--- config.mk ---
export PLATFORM = sky130hd
export DESIGN_NAME = kong
export DESIGN_NICKNAME = d
export VERILOG_FILES = /design/src/rtl/kong.sv
export SDC_FILE = /design/constraint.sdc
export NUM_CORES = 1
export LEC_CHECK = 0
export BUFFER_PORTS_ARGS = -buffer_cell sky130_fd_sc_hd__buf_2
export CORE_UTILIZATION = 62
export DETAILED_ROUTE_END_ITERATION = 7
export HOLD_SLACK_MARGIN = 0.12
export PLACE_DENSITY = 0.89
export SYNTH_ARGS = -nofsm -noshare
export SYNTH_HDL_FRONTEND = slang
export SYNTH_SLANG_ARGS = --single-unit
--- constraint.sdc ---
create_clock -name clk -period 4.1 [get_ports clk]
set_input_delay 1.025 -clock clk [delete_from_list [all_inputs] [get_ports clk]]
set_output_delay 1.025 -clock clk [all_outputs]
set_load 0.02 [all_outputs]
--- src/rtl/kong.sv ---
// kong -- enemy-character controller for the Kong sprite.
//
// Holds an IDLE/PLAY state, patrols horizontally between X_MIN and X_MAX
// while playing, and advances a 4-frame animation once per 16 game ticks.
// A game tick is one clk cycle out of every TICK_DIV while in PLAY.
//
// Ports:
//   clk              in   1   system clock, rising edge
//   rst              in   1   asynchronous reset, active high
//   start            in   1   level, begin play (taken only in IDLE)
//   over             in   1   level, game over (taken only in PLAY)
//   x                out  10  sprite left x
//   y                out  9   sprite top y
//   state            out  1   0 = IDLE, 1 = PLAY
//   animation_state  out  2   animation frame 0..3
//   anicnt           out  4   tick count within the current frame
//
// Optional feature: define KONG_JUMP_EN to make Kong hop up 8 pixels
// while animation frame 2 is showing. Without it y stays at Y_INIT.
module kong #(
  parameter int X_INIT   = 320,
  parameter int Y_INIT   = 64,
  parameter int X_MIN    = 160,
  parameter int X_MAX    = 480,
  parameter int STEP     = 1,
  parameter int TICK_DIV = 416667
) (
  input  logic       clk,
  input  logic       rst,
  input  logic       start,
  input  logic       over,
  output logic [9:0] x,
  output logic [8:0] y,
  output logic       state,
  output logic [1:0] animation_state,
  output logic [3:0] anicnt
);

  typedef enum logic {IDLE = 1'b0, PLAY = 1'b1} state_t;

  localparam int DIV_W = (TICK_DIV > 1) ? $clog2(TICK_DIV) : 1;
  localparam logic [DIV_W-1:0] DIV_LAST = DIV_W'(TICK_DIV - 1);

  // Bound arithmetic is done one bit wider so x + STEP can never wrap.
  localparam logic [10:0] XMAX11 = 11'(X_MAX);
  localparam logic [10:0] XMIN11 = 11'(X_MIN);
  localparam logic [10:0] STEP11 = 11'(STEP);
  localparam logic [9:0]  XMAX10 = 10'(X_MAX);
  localparam logic [9:0]  XMIN10 = 10'(X_MIN);
  localparam logic [9:0]  STEP10 = 10'(STEP);
  localparam logic [9:0]  XINIT  = 10'(X_INIT);
  localparam logic [8:0]  YINIT  = 9'(Y_INIT);
`ifdef KONG_JUMP_EN
  localparam logic [8:0]  YJUMP  = 9'(Y_INIT - 8);
`endif

  state_t           state_q, state_d;
  logic [9:0]       x_q, x_d;
  logic [8:0]       y_q, y_d;
  logic [1:0]       anim_q, anim_d;
  logic [3:0]       anicnt_q, anicnt_d;
  logic [DIV_W-1:0] div_q, div_d;
  logic             left_q, left_d;   // 1 = moving left
  logic             tick;

  assign tick = (state_q == PLAY) && (div_q == DIV_LAST);

  always_comb begin
    state_d  = state_q;
    x_d      = x_q;
    y_d      = y_q;
    anim_d   = anim_q;
    anicnt_d = anicnt_q;
    div_d    = div_q;
    left_d   = left_q;
    if (state_q == IDLE) begin
      // over is ignored here, so start+over together still enters PLAY
      if (start) state_d = PLAY;
    end else if (over) begin
      // freeze everything except the divider, so the next PLAY stint
      // again waits a full TICK_DIV before its first tick
      state_d = IDLE;
      div_d   = '0;
    end else begin
      div_d = tick ? '0 : div_q + 1'b1;
      if (tick) begin
        anicnt_d = anicnt_q + 4'd1;
        if (anicnt_q == 4'hF) anim_d = anim_q + 2'd1;
        if (!left_q) begin
          if ({1'b0, x_q} + STEP11 >= XMAX11) begin
            x_d    = XMAX10;
            left_d = 1'b1;
          end else begin
            x_d = x_q + STEP10;
          end
        end else begin
          if ({1'b0, x_q} <= XMIN11 + STEP11) begin
            x_d    = XMIN10;
            left_d = 1'b0;
          end else begin
            x_d = x_q - STEP10;
          end
        end
      end
`ifdef KONG_JUMP_EN
      // follows the frame being loaded this edge
      y_d = (anim_d == 2'd2) ? YJUMP : YINIT;
`endif
    end
  end

  always_ff @(posedge clk or posedge rst) begin
    if (rst) begin
      state_q  <= IDLE;
      x_q      <= XINIT;
      y_q      <= YINIT;
      anim_q   <= 2'd0;
      anicnt_q <= 4'd0;
      div_q    <= '0;
      left_q   <= 1'b0;
    end else begin
      state_q  <= state_d;
      x_q      <= x_d;
      y_q      <= y_d;
      anim_q   <= anim_d;
      anicnt_q <= anicnt_d;
      div_q    <= div_d;
      left_q   <= left_d;
    end
  end

  assign state           = state_q;
  assign x               = x_q;
  assign y               = y_q;
  assign animation_state = anim_q;
  assign anicnt          = anicnt_q;

endmodule

After elaboration in Yosys (flattened, before gate mapping):

Index checks and enable logic that the tools add are counted.

* register bits: 37
* bits of input ports: 4

* $add $sub $neg: 6
* $lt $le $gt $ge: 2
* equality and inequality tests: 2
* multiplexer cells: 11
* bitwise gates (word level): 1
* reductions and logical operators: 3

Operators by type and width (number)
* 2-to-1 mux 19 bit: 2
* 2-to-1 mux 10 bit: 3
* adder 19 x 1 -> 19 bit, second input constant: 1
* == test 19 bit, second input constant: 1
* adder 10 x 1 -> 11 bit, second input constant: 1
* greater-or-equal comparator 11 x 9 -> 1 bit, second input constant: 1
* adder 10 x 1 -> 10 bit, second input constant: 1
* less-or-equal comparator 10 x 8 -> 1 bit, second input constant: 1
* subtractor 10 x 1 -> 10 bit, second input constant: 1
* 2-to-1 mux 1 bit: 6
* adder 4 x 1 -> 4 bit, second input constant: 1
* == test 4 bit, second input constant: 1
* AND reduction 4 bit: 1
* AND reduction 3 bit: 1
* adder 2 x 1 -> 2 bit, second input constant: 1
* logical AND 1 bit: 1
* NOT 1 bit: 1

Logic depth before layout (Yosys ltp):

* depth in word-level cells: 4
* depth in mapped cells: 9
* gate-level depth less buffers: 8

Least setup slack after synthesis:

No wires, ideal clock.

* path type: input port to flip-flop
* start: input port over
* end: register x_q[7] (netlist: x[7])
* arrival: 2.372 ns
* data required time: 3.962 ns
* path slack: 1.590 ns
* stages: 6
* path buffers: 1
* cells stage by stage: nand2b_1 -> or3_1 -> buf_2 -> or4_1 -> a21boi_1 -> a211oi_1

* word-level cells in the longest chain between the ends: 2

RTL lines
* start: declaration: line 31 `input logic over,`
* NOT 1 bit (no line)
* AND reduction 3 bit (no line)
* end signal: assignment: line 115 `x_q <= XINIT;`
* end signal: assignment: line 123 `x_q <= x_d;`
* end: declaration: line 58 `logic [9:0] x_q, x_d;`

Every way passes these cells.
A chain may end at the register's enable or synchronous reset.

Worst setup path after layout:

* start: register div_q[8]
* end: register x_q[7] (netlist: x[7])

* word-level cells in the longest chain between the ends: 3

RTL lines
* start: declaration: line 62 `logic [DIV_W-1:0] div_q, div_d;`
* start signal: assignment: line 127 `div_q <= div_d;`
* == test 19 bit: line 66 `assign tick = (state_q == PLAY) && (div_q == DIV_LAST);`
* logical AND 1 bit: line 66
* AND reduction 3 bit (no line)

Every way passes these cells.

==> metrics <==
Power Dens Cells=between 300 and 400 nW/um^2; post-DR wirelength/cell=14.8 um; routability congestion estimate=approximately 0.9; register-to-register path setup slack=around 1400 ps; combined area of the multi-input logic cells=around 1300 um^2; effective utilization at floorplan=0.673; Reg clk slew, reported paths=roughly 80 ps; number of cells on the worst reg-to-reg path=6; time the final worst path needs with I/O delays and setup=between 2000 and 3000 ps; Inserted Clock Buffers=5; count of pins on the block boundary=30; count of pins over their slew limit=0; Synthesis Warnings=0; max-capacitance violation count=0; count of hold buffers inserted by post-cts repair=0; CP Launch Type=register; worst r2r src=div_q[8]$_DFFE_PP0P_; Worst Clk Skew=~8.9 ps; Die W=around 63 um; post-detailed-placement half-perimeter wirelength=3.37 mm; number of antenna violations at the first check in global routing=0; layout cells sized above 1=0.125; achievable frequency=between 300 and 400 MHz; count of instances resized after the clock tree is built=0; number of levels in the clock H-tree=2; Worst-Margin Slew=around 1100 ps; via count of the first global-routing pass=1,886; number of core rows=21; final hold violation count=0; type of the worst setup path=register to register; beginning of the worst hold path=animation_state[1]$_DFFE_PP0P_; number of setup violations in the final report=0; Worst path slowest cell=sky130_fd_sc_hd__or3_1; Worst Path Arrival=~2900 ps; first-pass GRT wire length=around 8.6 mm; CTS root buffer=sky130_fd_sc_hd__clkbuf_8; leading cell types in the layout, fill and taps excluded=sky130_fd_sc_hd__dfrtp_1 (35), sky130_fd_sc_hd__o21ai_0 (30), sky130_fd_sc_hd__nand2_1 (29); total detailed-routing wirelength=roughly 5.0 mm; fin nets=298; data required time at the worst endpoint=about 4300 ps; RSZ-0062 raised after global routing=false; share of the yosys chip area belonging to registers=0.398; Worst Hold Path EP=animation_state[1]$_DFFE_PP0P_; final hold slack=roughly 470 ps; cell count after synthesis=approximately 270; run status=finished, final reports clean; worst slew margin relative to its limit=0.286; Hold Crit Class=register to register; worst-skew pair later-pin latency=300 ps; DRC errors left=0; total setup buffers inserted after CTS=0; Most used DFF post-synth=sky130_fd_sc_hd__dfrtp_1; gr ovfl total=0; endpoint type of the worst setup path=register; synthesized area=between 2000 and 2500 um^2; CTS tree=done; Reg-to-Reg End=x[7]$_DFFE_PP0P_; Post-DP Area=approximately 2400 um^2; maximum buffer depth of the clock tree=2; number of distinct library cell variants in the gate-level netlist after synthesis=49; EDFF count, synth=0; number of buffers inserted by port buffering=20; P&R area growth vs syn=9.81%; crit share post-route=0.657; Die Area=4010 um^2; Util after Layout=0.739; area of all placed cells without fillers=between 2000 and 3000 um^2; CP max stage delay=just over 600 ps; accumulated negative setup slack=0 ps; average size of a mapped cell=around 8.6 um^2; maximum number of pins on one net before global-route repair=32; synthesized flop and latch total=37; Tot GR Track Use=0.273; DR iter-0 viols=227; standby leakage power=between 1 and 1.5 nW; count of vias placed by the detailed router=2,090; VDD IR-drop max=0.242 mV; total number of clock tree sinks=37; vertical die dimension=roughly 63 um; number of fill cells in the layout=269; fraction of registers with async set or reset after synthesis=1.00; critical path peak fanout=17; count of antenna diodes in the layout=0; most common library cell in the layout ignoring fill and taps=sky130_fd_sc_hd__dfrtp_1; total core area=around 3500 um^2; Hold Crit Depth=1; cell-by-cell trace of the critical path=nand4_1, or4_4, or3_1, or4_1, a21boi_1, a211oi_1; vias per std cell=approximately 6.2; Detailed Routing Iterations Pass 1=5; post-detailed-route count of antenna-violating nets=0; Register Area=928 um^2
==> state kept, by name, summed over array words and instances (netlist names) <==
name	count
div_q	19
x	10
anicnt	4
animation_state	2
left_q	1
state	1
==> cell type report <==
type                            instances  area share
Inverter                               14      0.0205
Tap cell                               46      0.0225
Clock buffer                            5      0.0269
Sequential cell                        37       0.362
Multi-Input combinational cell        207       0.493
Clock inverter                          3      0.0269
Timing Repair Buffer                   23      0.0479
==> per-layer routing <==
layer | track usage | vias up | share of wire
met5 | 0 | - | 0
met2 | 0.444 | 66 | 0.50
met4 | 0.131 | 0 | 0.020
met1 | 0.343 | 1007 | 0.43
met3 | 0.0580 | 10 | 0.048
li1 | - | 1007 | -
==> worst max-delay path: cells and delay by family, from the launching register on <==
kind             cells  cell delay (ps)
flip-flops           1              420
AO/OA/AOI/OAI        2              210
AND/OR/NAND/NOR      4             1930
==> where the power goes <==
| part | switching, mW | internal, mW |
|---|---|---|
| Clock | 0.139 | 0.245 |
| Sequential | 0.0151 | 0.373 |
| Combinational | 0.0424 | 0.0185 |
==> metrics by stage <==
step           instances  power (mW)  worst slack, ps
6_report             335       0.833             1400
5_1_grt              335       0.864             1200
4_1_cts              335       0.840             1390
3_5_place_dp         327       0.456             1230
3_3_place_gp         327       0.453             1260
2_1_floorplan        279       0.445             1590
==> synth_stat cells, types with 7 or more instances <==
cell type | count | area (um^2)
sky130_fd_sc_hd__o21ai_0 | 30 | 150
sky130_fd_sc_hd__dfrtp_1 | 35 | 876
sky130_fd_sc_hd__buf_4 | 9 | 67.6
sky130_fd_sc_hd__nand2_1 | 29 | 109
sky130_fd_sc_hd__nand4_1 | 7 | 43.8
sky130_fd_sc_hd__clkbuf_1 | 9 | 33.8
sky130_fd_sc_hd__nor3_1 | 10 | 50.1
sky130_fd_sc_hd__nand3_1 | 10 | 50.1
sky130_fd_sc_hd__inv_1 | 14 | 52.6
sky130_fd_sc_hd__nor2_1 | 7 | 26.3
sky130_fd_sc_hd__a21oi_1 | 12 | 60.1
==> how the worst max path moves through the flow <==
| stage | slack (ps) | endpoint | cells past startpoint | startpoint |
|---|---|---|---|---|
| 2_1_floorplan | 1590 | x[7]$_DFFE_PP0P_ | 6 | over |
| 3_3_place_gp | 1260 | x[7]$_DFFE_PP0P_ | 6 | over |
| 3_5_place_dp | 1230 | x[7]$_DFFE_PP0P_ | 6 | over |
| 4_1_cts | 1390 | x[7]$_DFFE_PP0P_ | 6 | div_q[8]$_DFFE_PP0P_ |
| 5_1_grt | 1200 | x[3]$_DFFE_PP0P_ | 6 | x[3]$_DFFE_PP0P_ |
| 6_report | 1400 | x[7]$_DFFE_PP0P_ | 6 | div_q[8]$_DFFE_PP0P_ |
==> cells by family (layout without fill, tap and decap cells) <==
group,count (synthesis),count (layout),share of synthesized area
and+or+nand+nor,99,99,0.227
AOI/OAI and AO/OA,80,80,0.218
DFF,37,37,0.398
buffers and inverters,35,45,0.0718
xor gates and xnor gates,10,10,0.0375
adders and majority gates,6,6,0.0322
muxes,3,3,0.0129
other,2,9,0.00322
No activity file was read; power rests on OpenSTA's default activity.
